$ cat src/rtl/mem_arbiter.sv
// N-channel arbiter onto one shared byte-write RAM port. Reads are credit-limited and
// their responses return strictly in order through a FIFO with per-channel flush.
module mem_arbiter #(
    parameter int unsigned N_CH       = 2,
    parameter int unsigned ADDR_WIDTH = 32,
    parameter int unsigned NB_COL     = 4,
    parameter int unsigned RD_LATENCY = 1,
    parameter int unsigned ARB_MODE   = 0,
    parameter int unsigned RSP_DEPTH  = 4
) (
    input  logic                       clk,
    input  logic                       rst,
    input  logic [N_CH-1:0]            req_valid,
    output logic [N_CH-1:0]            req_ready,
    input  logic [N_CH*ADDR_WIDTH-1:0] req_addr,
    input  logic [N_CH*NB_COL-1:0]     req_we,
    input  logic [N_CH*8*NB_COL-1:0]   req_wdata,
    input  logic [N_CH-1:0]            flush,
    output logic [N_CH-1:0]            rsp_valid,
    input  logic [N_CH-1:0]            rsp_ready,
    output logic [8*NB_COL-1:0]        rsp_data,
    output logic                       mem_en,
    output logic [NB_COL-1:0]          mem_we,
    output logic [ADDR_WIDTH-1:0]      mem_addr,
    output logic [8*NB_COL-1:0]        mem_din,
    input  logic [8*NB_COL-1:0]        mem_dout
);
    localparam int unsigned DW    = 8 * NB_COL;
    localparam int unsigned CH_W  = (N_CH > 1) ? $clog2(N_CH) : 1;
    localparam int unsigned IDX_W = $clog2(RSP_DEPTH);
    localparam int unsigned PTR_W = IDX_W + 1;
    localparam int unsigned CNT_W = PTR_W + 1;

    // Arbitration
    logic [N_CH-1:0] is_rd;
    logic [N_CH-1:0] elig;
    logic            credit_ok;
    logic            gnt_any;
    logic            gnt;
    logic            gnt_rd;
    logic [CH_W-1:0] gnt_idx;
    int unsigned     rr_idx;
    logic [CH_W-1:0] rr_ptr_d, rr_ptr_q;

    // Read pipe tracking the memory latency
    logic [RD_LATENCY-1:0]           pipe_vld_d, pipe_vld_q;
    logic [RD_LATENCY-1:0]           pipe_keep_d, pipe_keep_q;
    logic [RD_LATENCY-1:0][CH_W-1:0] pipe_ch_d, pipe_ch_q;
    logic                            exit_vld;
    logic                            exit_keep;
    logic [CH_W-1:0]                 exit_ch;
    logic [CNT_W-1:0]                inflight_cnt;

    // Response FIFO
    logic [RSP_DEPTH-1:0]           fifo_keep_d, fifo_keep_q;
    logic [RSP_DEPTH-1:0][CH_W-1:0] fifo_ch_d, fifo_ch_q;
    logic [DW-1:0]                  fifo_data_d [RSP_DEPTH];
    logic [DW-1:0]                  fifo_data_q [RSP_DEPTH];
    logic [PTR_W-1:0]               wr_ptr_d, wr_ptr_q;
    logic [PTR_W-1:0]               rd_ptr_d, rd_ptr_q;
    logic [PTR_W-1:0]               fifo_count;
    logic [IDX_W-1:0]               wr_idx;
    logic [IDX_W-1:0]               head_idx;
    logic [CH_W-1:0]                head_ch;
    logic                           head_keep;
    logic                           empty;
    logic                           push;
    logic                           pop;

    always_comb begin
        inflight_cnt = '0;
        for (int s = 0; s < RD_LATENCY; s++) begin
            inflight_cnt = inflight_cnt + CNT_W'(pipe_vld_q[s]);
        end
        fifo_count = wr_ptr_q - rd_ptr_q;
        credit_ok  = (CNT_W'(fifo_count) + inflight_cnt) < CNT_W'(RSP_DEPTH);
    end

    always_comb begin
        for (int i = 0; i < N_CH; i++) begin
            is_rd[i] = ~|req_we[i*NB_COL +: NB_COL];
            elig[i]  = req_valid[i] & ~flush[i] & (~is_rd[i] | credit_ok);
        end
        gnt_any = 1'b0;
        gnt_idx = '0;
        rr_idx  = 0;
        if (ARB_MODE == 0) begin
            for (int i = N_CH - 1; i >= 0; i--) begin
                if (elig[i]) begin
                    gnt_any = 1'b1;
                    gnt_idx = CH_W'(i);
                end
            end
        end else begin
            // Walk from the farthest candidate back to ptr+1 so the nearest eligible wins.
            for (int unsigned k = N_CH; k >= 1; k--) begin
                rr_idx = (32'(rr_ptr_q) + k) % N_CH;
                if (elig[rr_idx]) begin
                    gnt_any = 1'b1;
                    gnt_idx = CH_W'(rr_idx);
                end
            end
        end
        gnt      = gnt_any & ~rst;
        gnt_rd   = gnt & is_rd[gnt_idx];
        rr_ptr_d = gnt ? gnt_idx : rr_ptr_q;
    end

    always_comb begin
        req_ready = '0;
        mem_en    = gnt;
        mem_we    = '0;
        mem_addr  = '0;
        mem_din   = '0;
        if (gnt) begin
            req_ready[gnt_idx] = 1'b1;
            mem_we             = req_we[gnt_idx*NB_COL +: NB_COL];
            mem_addr           = req_addr[gnt_idx*ADDR_WIDTH +: ADDR_WIDTH];
            mem_din            = req_wdata[gnt_idx*DW +: DW];
        end
    end

    // Flush is applied to every stage while it shifts, including the exiting one.
    always_comb begin
        pipe_vld_d[0]  = gnt_rd;
        pipe_keep_d[0] = 1'b1;
        pipe_ch_d[0]   = gnt_idx;
        for (int s = 1; s < RD_LATENCY; s++) begin
            pipe_vld_d[s]  = pipe_vld_q[s-1];
            pipe_keep_d[s] = pipe_keep_q[s-1] & ~flush[pipe_ch_q[s-1]];
            pipe_ch_d[s]   = pipe_ch_q[s-1];
        end
        exit_vld  = pipe_vld_q[RD_LATENCY-1];
        exit_ch   = pipe_ch_q[RD_LATENCY-1];
        exit_keep = pipe_keep_q[RD_LATENCY-1] & ~flush[exit_ch];
    end

    always_comb begin
        wr_idx    = wr_ptr_q[IDX_W-1:0];
        head_idx  = rd_ptr_q[IDX_W-1:0];
        empty     = (wr_ptr_q == rd_ptr_q);
        head_ch   = fifo_ch_q[head_idx];
        head_keep = fifo_keep_q[head_idx] & ~flush[head_ch];
        push      = exit_vld;
        // Dropped heads drain on their own; live heads wait for their channel.
        pop       = ~empty & (~head_keep | rsp_ready[head_ch]);

        fifo_ch_d   = fifo_ch_q;
        fifo_data_d = fifo_data_q;
        for (int e = 0; e < RSP_DEPTH; e++) begin
            fifo_keep_d[e] = fifo_keep_q[e] & ~flush[fifo_ch_q[e]];
        end
        if (push) begin
            fifo_keep_d[wr_idx] = exit_keep;
            fifo_ch_d[wr_idx]   = exit_ch;
            fifo_data_d[wr_idx] = mem_dout;
        end
        wr_ptr_d = wr_ptr_q + PTR_W'(push);
        rd_ptr_d = rd_ptr_q + PTR_W'(pop);
    end

    always_comb begin
        for (int i = 0; i < N_CH; i++) begin
            rsp_valid[i] = ~rst & ~empty & head_keep & (head_ch == CH_W'(i));
        end
        rsp_data = rst ? '0 : fifo_data_q[head_idx];
    end

    always_ff @(posedge clk or posedge rst) begin
        if (rst) begin
            rr_ptr_q    <= CH_W'(N_CH - 1);
            pipe_vld_q  <= '0;
            pipe_keep_q <= '0;
            pipe_ch_q   <= '0;
            fifo_keep_q <= '0;
            fifo_ch_q   <= '0;
            wr_ptr_q    <= '0;
            rd_ptr_q    <= '0;
        end else begin
            rr_ptr_q    <= rr_ptr_d;
            pipe_vld_q  <= pipe_vld_d;
            pipe_keep_q <= pipe_keep_d;
            pipe_ch_q   <= pipe_ch_d;
            fifo_keep_q <= fifo_keep_d;
            fifo_ch_q   <= fifo_ch_d;
            wr_ptr_q    <= wr_ptr_d;
            rd_ptr_q    <= rd_ptr_d;
        end
    end

    // Payload storage needs no reset; validity lives in the pointers.
    always_ff @(posedge clk) begin
        fifo_data_q <= fifo_data_d;
    end
endmodule

$ cat config.mk
export PLATFORM = sky130hd
export DESIGN_NAME = mem_arbiter
export DESIGN_NICKNAME = d
export VERILOG_FILES = /design/src/rtl/mem_arbiter.sv
export SDC_FILE = /design/constraint.sdc
export NUM_CORES = 1
export LEC_CHECK = 0
export ABC_AREA = 1
export CAP_MARGIN = 0
export CORE_UTILIZATION = 40
export DETAILED_ROUTE_END_ITERATION = 6
export GPL_TIMING_DRIVEN = 0
export PLACE_DENSITY = 0.78
export SLEW_MARGIN = 10
export SYNTH_ARGS = -nofsm -noshare
export SYNTH_HDL_FRONTEND = slang
export SYNTH_SLANG_ARGS = --single-unit
$ cat constraint.sdc
create_clock -name clk -period 3.2 [get_ports clk]
set_input_delay 0.96 -clock clk [delete_from_list [all_inputs] [get_ports clk]]
set_output_delay 0.96 -clock clk [all_outputs]
set_load 0.05 [all_outputs]
==> run summary, run 1 <==
Die Width = 134.0 µm
Synth area leaders = edfxtp_1, nand2_1, nor2_1, nand4_1, dfrtp_1
area of the multi-input gates = 0.003113 mm²
Post-Syn Area per Cell = 9.476 µm²
top-area cell type share of the netlist area = 55.11%
RSZ-0062 raised after global routing = yes
Final GP Congestion = 0.9060
Die Ht = 134.0 µm
FP Rows = 47
Worst-path clk slew = 0.06 ns
I/O pin total = 281
DRC viols = 0
worst endpoint data arrival time = 2.77 ns
Peak Freq = 268.4 MHz
Post-Layout Cell Count = 1298
Clock Sinks = 145
number of global-route vias before repair = 6872
area leader, netlist = edfxtp_1
startpoint types = register
top_reg_cell synth = edfxtp_1
n_diodes = 0
initial antenna violation count = 0
failing checks = negative setup slack
Remaining Overflow, GRT = 0
largest net degree at the start of global routing = 35
DR iter-0 viols = 629
#FFs+latches synth = 145
Syn-to-layout area delta = 75.28%
Final Hold Vio Count = 0
CTS Root Cell = clkbuf_16
Setup Skew = 0.008693 ns
synth unique cells = 27
# nets final = 1248
power per cell area = 614.7 mW/mm²
Seq. cell area = 0.004270 mm²
worst hold path type = reg2reg
Syn Std Cell Area = 0.006974 mm²
GRT Overall Usage = 29.03%
DP Worst Slack = -1.402 ns
Peak VDD IR = 628.7 µV
fin. max-slew vios = 0
Tot Pwr = 7.514 mW
H-tree depth = 4
Seq/Total Area, Yosys = 61.21%
via/cell ratio = 5.347
Yosys Warn Count = 0
Die Area = 0.01797 mm²
CTS tree = built
DR vias = 6940
Initial Util = 41.47%
final setup violation count = 71
Final min period = 3.726 ns
Longest Clk Path Bufs = 2
Worst-Skew Late Latency = 0.41 ns
layout filler cell count = 1142
max-cap violations = 0
CP Class = reg2out
Synth Instances = 736
first-pass GRT wire length = 38.76 mm
Detail Route Antenna Nets = 0
overall routed net length = 26.34 mm
DR WL/cell = 20.29 µm
syn nets = 919
Port Buffer Count = 279
async set-reset flop share out of synthesis = 11.72%
Placed Cells = 1240
WP data required = 2.24 ns
hpwl dp = 17.64 mm
Core ar. = 0.01682 mm²
Leak = 4.781 nW
critical path peak fanout = 10
slew at the pin with the worst max-slew slack = 0.8741 ns
Period Utilization, post-route = 116.4%
CTS Buf Count = 17
slew margin rel. = 41.64%
Post-synth EDFFs = 128
final worst setup slack = -0.5263 ns
first drt pass iteration count = 7
status = complete, but fails checks
layout cells sized above 1 = 30.98%
crit path capture type = output port
[metrics by stage]
| stage | util [%] | TNS [ns] | area, µm² | hold slack (ns) |
|---|---|---|---|---|
| 2_1_floorplan | - | -0.1483 | 7536 | 0.4731 |
| 3_3_place_gp | 63.05 | -115.02 | 10600 | 0.4840 |
| 3_5_place_dp | 63.67 | -112.69 | 10710 | 0.4921 |
| 4_1_cts | 71.86 | -31.11 | 12090 | 0.5310 |
| 5_1_grt | 72.68 | -39.51 | 12220 | 0.5548 |
| 6_report | 72.68 | -31.75 | 12220 | 0.5374 |
[what timing repair did]
action                                  4_1_cts  5_1_grt
hold buffers                                  0        0
buffers inserted                             17        3
endpoints found under the setup margin      105      102
resized for setup                           833       71
gates cloned                                  6        1
pin swaps                                    16       19
[cell usage in the layout, fill, tap and decap left out, drive strengths merged, types with 3 or more instances in the layout]
cell             n
nor2           139
a21oi           38
inv             17
edfxtp         128
o211ai           3
ha               6
dfrtp           17
nand2          172
clkinvlp         6
clkbuf          43
clkinv           7
buf            161
o21ai           75
clkdlybuf4s50  172
bufinv           3
nand4           70
nand3            7
[cell usage after synthesis (2+ instances only)]
cell type / count
nor2_1: 138
inv_1: 15
ha_1: 6
inv_2: 2
edfxtp_1: 128
nor3b_1: 2
xor2_1: 2
o21ai_0: 75
clkbuf_1: 22
dfrtp_1: 17
nand4_1: 70
a21oi_1: 37
nand2_1: 170
buf_2: 29
nor3_1: 2
buf_1: 2
nand3_1: 7
o211ai_1: 3
[registers in the layout, summed over array words and instances, names as in the netlist]
signal / count
exit_ch: 1
exit_vld: 1
fifo_ch_q: 4
fifo_data_q: 128
fifo_keep_q: 4
pipe_keep_q: 1
rd_ptr_q: 3
wr_ptr_q: 3
[final timing paths]
check | start | to | slack [ns] | cells after the start
max | rd_ptr_q[1] | mem_din[22] | -0.53 | 13
min | rd_ptr_q[1] | rd_ptr_q[1] | 0.54 | 1
max reg2reg | wr_ptr_q[0] | exit_ch | 1.03 | 13
min reg2reg | rd_ptr_q[1] | rd_ptr_q[1] | 0.54 | 1
max in group asynchronous | rst | rd_ptr_q[0] | 1.62 | 3
min in group asynchronous | rst | wr_ptr_q[2] | 1.13 | 3
[layout make-up]
type,instances,share of cell area (%)
Clock buffer,17,3.480
Sequential cell,145,34.93
Clock inverter,15,1.382
Tap cell,220,2.252
Buffer,52,3.562
Multi-Input combinational cell,521,25.47
Inverter,18,0.6551
Timing Repair Buffer,310,28.27
[cells by family (layout without fill, tap and decap cells)]
kind of cell / after synthesis / after routing / share of synthesized area, %
adders and majority gates: 7 / 7 / 1.363
DFF: 145 / 145 / 61.21
and+or+nand+nor: 392 / 393 / 24.08
xor gates and xnor gates: 2 / 2 / 0.2512
buffers and inverters: 71 / 412 / 4.342
other: 1 / 1 / 0.05377
AOI/OAI and AO/OA: 118 / 118 / 8.701
[critical path, cell delays in order (launching register included)]
cell,delay (ns)
dfrtp_1,0.39
buf_6,0.14
clkinv_8,0.04
clkbuf_16,0.12
fa_2,0.43
nand2_2,0.09
nand3_4,0.08
buf_6,0.13
a21oi_4,0.17
buf_6,0.17
buf_8,0.14
nand4_1,0.17
nand2_4,0.15
buf_12,0.15
[power breakdown]
part	internal, mW	switching (mW)	total, mW	leakage [nW]
Clock	1.22	0.741	1.96	0.270
Sequential	2.11	0.0528	2.17	1.37
Combinational	1.24	2.15	3.39	3.14
[metal layers]
layer / global-route usage (%) / wire length, µm
met1: 36.58 / 10460
met2: 48.07 / 13100
met4: 13.98 / 1078
met5: 0 / 0
met3: 5.631 / 1689
(Power assumes the default switching activity.)
==> run 2: changes to the inputs <==
- ABC_AREA: 1 -> 0
- CORE_UTILIZATION: 40 -> 39
==> run 2 against run 1 <==
The flow still finishes with violations (negative setup slack). Total power fell by 13%. Synthesized area is 6.7% lower. Die area is 4.2% lower. Non-clock buffer count is 38 lower. Routed wire length fell by 22%. Clock skew increased by 0.00060 ns. Synthesized cell count shrank 50%. Global-route usage decreased by 4.4 points. Clock-buffer cell count stayed put. Largest cell class unchanged. Largest power group unchanged. Highest routed layer unchanged.
==> run summary, run 2 <==
Sw Ratio = 32.95% (-6.3 points)
Peak Freq = 260.0 MHz (-3.1%)
worst endpoint data arrival time = 2.89 ns (+0.12 ns)
commonest non-fill, non-tap cell in the layout = clkdlybuf4s50_1
Psw = 2.160 mW (-27%)
# nets final = 870 (-30%)
top-area cell type share of the netlist area = 59.07% (+4.0 points)
DR WL/cell = 22.38 µm (+10%)
most frequent cells in the layout = clkdlybuf4s50_1, edfxtp_1, a22o_4
first-pass GRT wire length = 31.37 mm (-19%)
Setup Skew = 0.009297 ns (+0.0006043 ns)
fin. max-slew vios = 0 (unchanged)
I/O pin total = 281 (unchanged)
Post-Syn Area per Cell = 17.59 µm² (+86%)
Largest register FFs = 128 (unchanged)
Yosys Warn Count = 0 (unchanged)
CTS tree = built
slew margin rel. = 45.86% (+4.2 points)
worst hold path type = reg2reg
Worst-Skew Late Latency = 0.42 ns (about the same)
Clock Power Share = 28.3% (+2.3 points)
syn nets = 553 (-40%)
RSZ-0062 raised after global routing = yes
fin util = 71.37% (-1.3 points)
Leak = 4.476 nW (-6.4%)
via/cell ratio = 5.123 (-4.2%)
GRT Overall Usage = 24.68% (-4.4 points)
H-tree depth = 4 (unchanged)
final worst setup slack = -0.6460 ns (-0.1197 ns)
largest registers = fifo_data_q x128, fifo_ch_q x4, fifo_keep_q x4
Final Hold Vio Count = 0 (unchanged)
Period Utilization, post-route = 120.2% (+3.7 points)
Final min period = 3.846 ns (+0.1197 ns)
Remaining Overflow, GRT = 0 (unchanged)
top_reg_cell synth = edfxtp_1
Final GP Congestion = 0.8374 (-7.6%)
Synth area leaders = edfxtp_1, mux4_2, a22o_1, dfrtp_1, and2_1
largest net degree at the start of global routing = 33 (-5.7%)
async set-reset flop share out of synthesis = 11.72% (unchanged)
slew at the pin with the worst max-slew slack = 0.8110 ns (-0.06320 ns)
DP Worst Slack = -1.613 ns (-0.2105 ns)
Synth Instances = 370 (-50%)
Die Ht = 131.2 µm (-2.1%)
r2r worst-path depth = 7 (-6)
Clock Sinks = 145 (unchanged)
Core ar. = 0.01606 mm² (-4.5%)
hpwl dp = 14.56 mm (-17%)
WP data required = 2.24 ns (about the same)
first drt pass iteration count = 4 (-3)
CP delay by family, top = buffers and inverters
cell mode on critical path = buf_12
CTS Root Cell = clkbuf_16
Worst Hold Launch = fifo_keep_q[1]
synth unique cells = 34 (+26%)
Die Area = 0.01721 mm² (-4.2%)
failing checks = negative setup slack
critical path peak fanout = 10 (unchanged)
worst path bufs/invs = 6 (-1)
Detail Route Antenna Nets = 0 (unchanged)
crit path capture type = output port
hold path endpoint = fifo_keep_q[1]
combinational fraction of design power = 38.8% (-6.3 points)
final setup violation count = 71 (unchanged)
commonest cells in the netlist = edfxtp_1, a22o_1, mux4_2
Longest Clk Path Bufs = 2 (unchanged)
startpoint types = register
CP peak stage delay = 0.51 ns (+0.08 ns)
Cell Chain, Critical Path = clkbuf_8, clkbuf_16, inv_6, fa_2, nand3b_1, a21bo_2, a211oi_4, buf_12, buf_12, a22o_4, buf_8
overall routed net length = 20.52 mm (-22%)
initial antenna violation count = 1 (+1)
max-cap violations = 0 (unchanged)
Hold Path Stages = 2 (+1)
Die Width = 131.2 µm (-2.1%)
FP Rows = 46 (-2.1%)
Port Buffer Count = 279 (unchanged)
#FFs+latches synth = 145 (unchanged)
Peak VDD IR = 509.3 µV (-19%)
layout cells sized above 1 = 43.71% (+13 points)
CP Class = reg2out
area leader, netlist = edfxtp_1
DR iter-0 viols = 298 (-53%)
final hold slack = 0.5236 ns (-0.01382 ns)
power per cell area = 572.1 mW/mm² (-6.9%)
Syn Std Cell Area = 0.006507 mm² (-6.7%)
Worst-path clk slew = 0.06 ns (about the same)
CP max-delay cell = fa_2
Reg power frac = 32.9% (+4.1 points)
Initial Util = 40.53% (-0.94 points)
status = complete, but fails checks
DRC viols = 0 (unchanged)
DR vias = 4698 (-32%)
CTS Buf Count = 17 (unchanged)
most common cell in the synthesized netlist = edfxtp_1
Pint = 4.396 mW (-3.8%)
reg-to-reg endpoint = rd_ptr_q[2]
Seq/Total Area, Yosys = 65.60% (+4.4 points)
Post-synth EDFFs = 128 (unchanged)
layout filler cell count = 1010 (-12%)
most flop-heavy register = fifo_data_q
Crit Reg-Reg Startpoint = rd_ptr_q[0]
number of global-route vias before repair = 5281 (-23%)
R2R Setup Slk = 0.82 ns (-0.21 ns)
Syn-to-layout area delta = 76.10%
## run 2: cell count changes after synthesis, sizes merged, moves of 5 or more
cell / change
a21oi: -38
a22o: +69
and2: +32
buf: -13
clkbuf: -13
inv: -9
mux2i: +5
mux4: +34
nand2: -168
nand4: -70
nor2: -138
o21ai: -71
## run 2: worst min-delay path, stage by stage (launching register included)
cell and delay, ns:
dfrtp_1 0.35, nand3_1 0.06, o21ai_0 0.07
## run 2: timing repair
| action | in CTS | in global routing |
|---|---|---|
| gates cloned | 2 | 1 |
| pin swaps | 3 | 2 |
| resized for setup | 770 | 33 |
| buffers inserted | 12 | 2 |
| endpoints found under the setup margin | 105 | 77 |
| hold buffers | 0 | 0 |
## run 2: worst max-delay path by stage
| stage | start | depth (start not counted) | slack, ns | end |
|---|---|---|---|---|
| 5_1_grt | rd_ptr_q[1] | 11 | -0.76 | mem_addr[28] |
| 3_5_place_dp | req_we[0] | 7 | -1.61 | mem_addr[5] |
| 6_report | rd_ptr_q[1] | 11 | -0.65 | mem_addr[28] |
| 4_1_cts | rd_ptr_q[1] | 11 | -0.64 | mem_addr[15] |
| 3_3_place_gp | req_we[0] | 7 | -1.59 | mem_din[31] |
| 2_1_floorplan | req_we[0] | 5 | -0.19 | mem_addr[0] |
## run 2: per-stage QoR
step / total power [mW] / instances / TNS (ns) / area [µm²]
floorplan: 3.770 / 370 / -7.677 / 7176
global placement: 4.514 / 865 / -143.31 / 10240
detailed placement: 4.559 / 868 / -138.72 / 10310
CTS: 6.580 / 914 / -42.52 / 11390
global route: 6.801 / 916 / -50.97 / 11460
finish: 6.556 / 917 / -42.97 / 11460
## run 2: cells by family after synthesis
| group | Yosys count | share of synthesized area, % |
|---|---|---|
| flops | 145 | 65.60 |
| compound gates | 80 | 10.81 |
| simple gates | 55 | 5.037 |
| mux | 43 | 13.23 |
| buf+inv | 35 | 3.038 |
| fa+ha+maj | 7 | 1.461 |
| xor+xnor | 4 | 0.7691 |
| other cells | 1 | 0.05763 |
## run 2: area by class of cell
class                   instances  area, µm²  area share [%]
multi-input cells             190       2710           23.65
diodes                          1      2.502         0.02184
inverters                       8      38.79          0.3385
clock buffers                  17      425.4           3.712
clock inverters                15      136.4           1.190
flip-flops and latches        145       4272           37.27
well taps                     216      270.3           2.358
repair buffers                298       3196           27.89
plain buffers                  26      401.6           3.505
repair inverters                1      7.507         0.06551
## run 2: power by group through the flow
stage | sequential [mW] | combinational [mW] | clock, mW
3_5_place_dp | 2.19 | 2.37 | 0
5_1_grt | 2.16 | 2.68 | 1.96
2_1_floorplan | 2.18 | 1.59 | 0
4_1_cts | 2.15 | 2.54 | 1.88
6_report | 2.15 | 2.54 | 1.86
3_3_place_gp | 2.19 | 2.33 | 0
## run 2: per-layer routing
metal	wire (µm)	global-route usage, %
met3	986	4.552
met1	8380	31.75
met2	10950	42.58
met4	208	6.863
met5	0	0
==> run 3: changes to the inputs <==
- CORE_UTILIZATION: 39 -> 36
- SKIP_CTS_REPAIR_TIMING: unset -> 1
==> run 3 against run 2 <==
The flow still finishes with violations (negative setup slack). Fmax is 2.3% lower. Utilization is 5.4 points lower. Register-to-register slack got worse by 0.05 ns. Total power is 1.7% higher. Largest power group unchanged. Die area rose by 8.2%. Final area grew 0.61%. Worst setup slack got worse by 0.091 ns. Sequential power is essentially flat. Clock-buffer cell count up 5. Cell count down 0.44%.
==> run summary, run 3 (synthesis results as in run 2) <==
status = complete, but fails checks
failing checks = negative setup slack
Setup Skew = 0.006476 ns (-0.002821 ns)
CTS Root Cell = clkbuf_16
CP Class = in2out
n_diodes = 0 (-1)
Leak = 4.695 nW (+4.9%)
via/cell ratio = 5.215 (+1.8%)
most flop-heavy register = fifo_data_q
Initial Util = 37.24% (-3.3 points)
Period Utilization, post-route = 123.0% (+2.8 points)
H-tree depth = 4 (unchanged)
Worst-path clk slew = 0.05 ns (about the same)
power per cell area = 578.5 mW/mm² (+1.1%)
CTS Buf Count = 17 (unchanged)
Die Area = 0.01862 mm² (+8.2%)
initial antenna violation count = 0 (-1)
cell mode on critical path = buf_12
largest net degree at the start of global routing = 33 (unchanged)
I/O pin total = 281 (unchanged)
Peak Freq = 254.0 MHz (-2.3%)
max-cap violations = 0 (unchanged)
DR iter-0 viols = 196 (-34%)
hpwl dp = 15.24 mm (+4.7%)
slew margin rel. = 44.07% (-1.8 points)
final worst setup slack = -0.7372 ns (-0.09112 ns)
startpoint types = primary input
Worst-Skew Late Latency = 0.41 ns (about the same)
Syn-to-layout area delta = 77.18%
layout cells sized above 1 = 37.06% (-6.7 points)
Core ar. = 0.01748 mm² (+8.8%)
Remaining Overflow, GRT = 0 (unchanged)
CTS tree = built
worst hold path type = reg2reg
RSZ-0062 raised after global routing = yes
Peak VDD IR = 474.2 µV (-6.9%)
WP data required = 2.24 ns (about the same)
slew at the pin with the worst max-slew slack = 0.8390 ns (+0.02807 ns)
Clock Sinks = 145 (unchanged)
Die Width = 136.5 µm (+4.0%)
Post-Layout Cell Count = 913 (-0.44%)
crit path capture type = output port
Longest Clk Path Bufs = 2 (unchanged)
GRT Overall Usage = 22.15% (-2.5 points)
worst endpoint data arrival time = 2.98 ns (+0.09 ns)
Final min period = 3.937 ns (+0.09112 ns)
largest registers = fifo_data_q x128, fifo_ch_q x4, fifo_keep_q x4
first drt pass iteration count = 4 (unchanged)
first-pass GRT wire length = 29.62 mm (-5.6%)
Final GP Congestion = 0.7598 (-9.3%)
Port Buffer Count = 279 (unchanged)
Largest register FFs = 128 (unchanged)
overall routed net length = 20.61 mm (+0.45%)
most frequent cells in the layout = clkdlybuf4s50_1, edfxtp_1, a22o_4
number of global-route vias before repair = 5075 (-3.9%)
fin. max-slew vios = 0 (unchanged)
Detail Route Antenna Nets = 0 (unchanged)
DR WL/cell = 22.58 µm (+0.89%)
CP peak stage delay = 0.47 ns (-0.04 ns)
DR vias = 4761 (+1.3%)
fin util = 65.97% (-5.4 points)
Cell Chain, Critical Path = clkdlybuf4s50_1, nor4_4, a21bo_4, a211oi_4, buf_12, buf_12, a22o_4, buf_12
Die Ht = 136.5 µm (+4.0%)
DRC viols = 0 (unchanged)
CP max-delay cell = clkdlybuf4s50_1
Tot Pwr = 6.670 mW (+1.7%)
final setup violation count = 103 (+45%)
# nets final = 860 (-1.1%)
Final Hold Vio Count = 0 (unchanged)
commonest non-fill, non-tap cell in the layout = clkdlybuf4s50_1
Placed Cells = 876 (+0.92%)
FP Rows = 48 (+4.3%)
critical path peak fanout = 10 (unchanged)
==> run 3: cell type report <==
class                   count  area, µm²
fillers                  1171       5947
inverters                   8      32.53
clock buffers              22      444.2
repair buffers            288       3297
flip-flops and latches    145       4270
well taps                 225      281.5
clock inverters             8      137.6
multi-input cells         190       2700
plain buffers              27      366.6
==> run 3: critical path, delay by kind of cell <==
| kind | cells | cell delay [ns] |
|---|---|---|
| AOI/OAI and AO/OA | 3 | 0.74 |
| buffers and inverters | 4 | 0.95 |
| and+or+nand+nor | 1 | 0.32 |
==> run 3: final timing paths <==
| kind | start | to | slack, ns | depth (start not counted) |
|---|---|---|---|---|
| hold / removal | fifo_keep_q[2] | fifo_keep_q[2] | 0.52 | 2 |
| hold reg to reg | fifo_keep_q[2] | fifo_keep_q[2] | 0.52 | 2 |
| min in group asynchronous | rst | exit_ch | 1.06 | 3 |
| setup / recovery | req_we[2] | mem_din[26] | -0.74 | 8 |
| setup reg to reg | wr_ptr_q[0] | exit_vld | 0.77 | 10 |
| max in group asynchronous | rst | wr_ptr_q[0] | 1.92 | 3 |
==> run 3: metrics by stage <==
step	worst slack, ns	cell area, µm²	hold slack, ns	setup TNS (ns)
after global placement	-1.671	10250	0.4790	-145.35
after floorplan	-0.1933	7176	0.4633	-7.677
final	-0.7372	11530	0.5221	-59.50
after CTS	-1.723	10880	0.5164	-147.03
after detailed placement	-1.708	10300	0.5007	-144.64
after global routing	-0.8109	11530	0.5412	-67.94
==> run 3: routing by layer <==
layer | wire (µm) | vias up | track usage (%)
li1 | - | 2135 | -
met1 | 8504 | 2435 | 29.74
met2 | 10740 | 174 | 35.45
met3 | 1109 | 17 | 6.264
met4 | 265 | 0 | 5.432
met5 | 0 | - | 0
==> run 3: power by group <==
group          leakage (nW)  internal [mW]  switching, mW
Combinational          3.04           1.23           1.32
Clock                 0.283           1.29          0.687
Sequential             1.37           2.11         0.0438
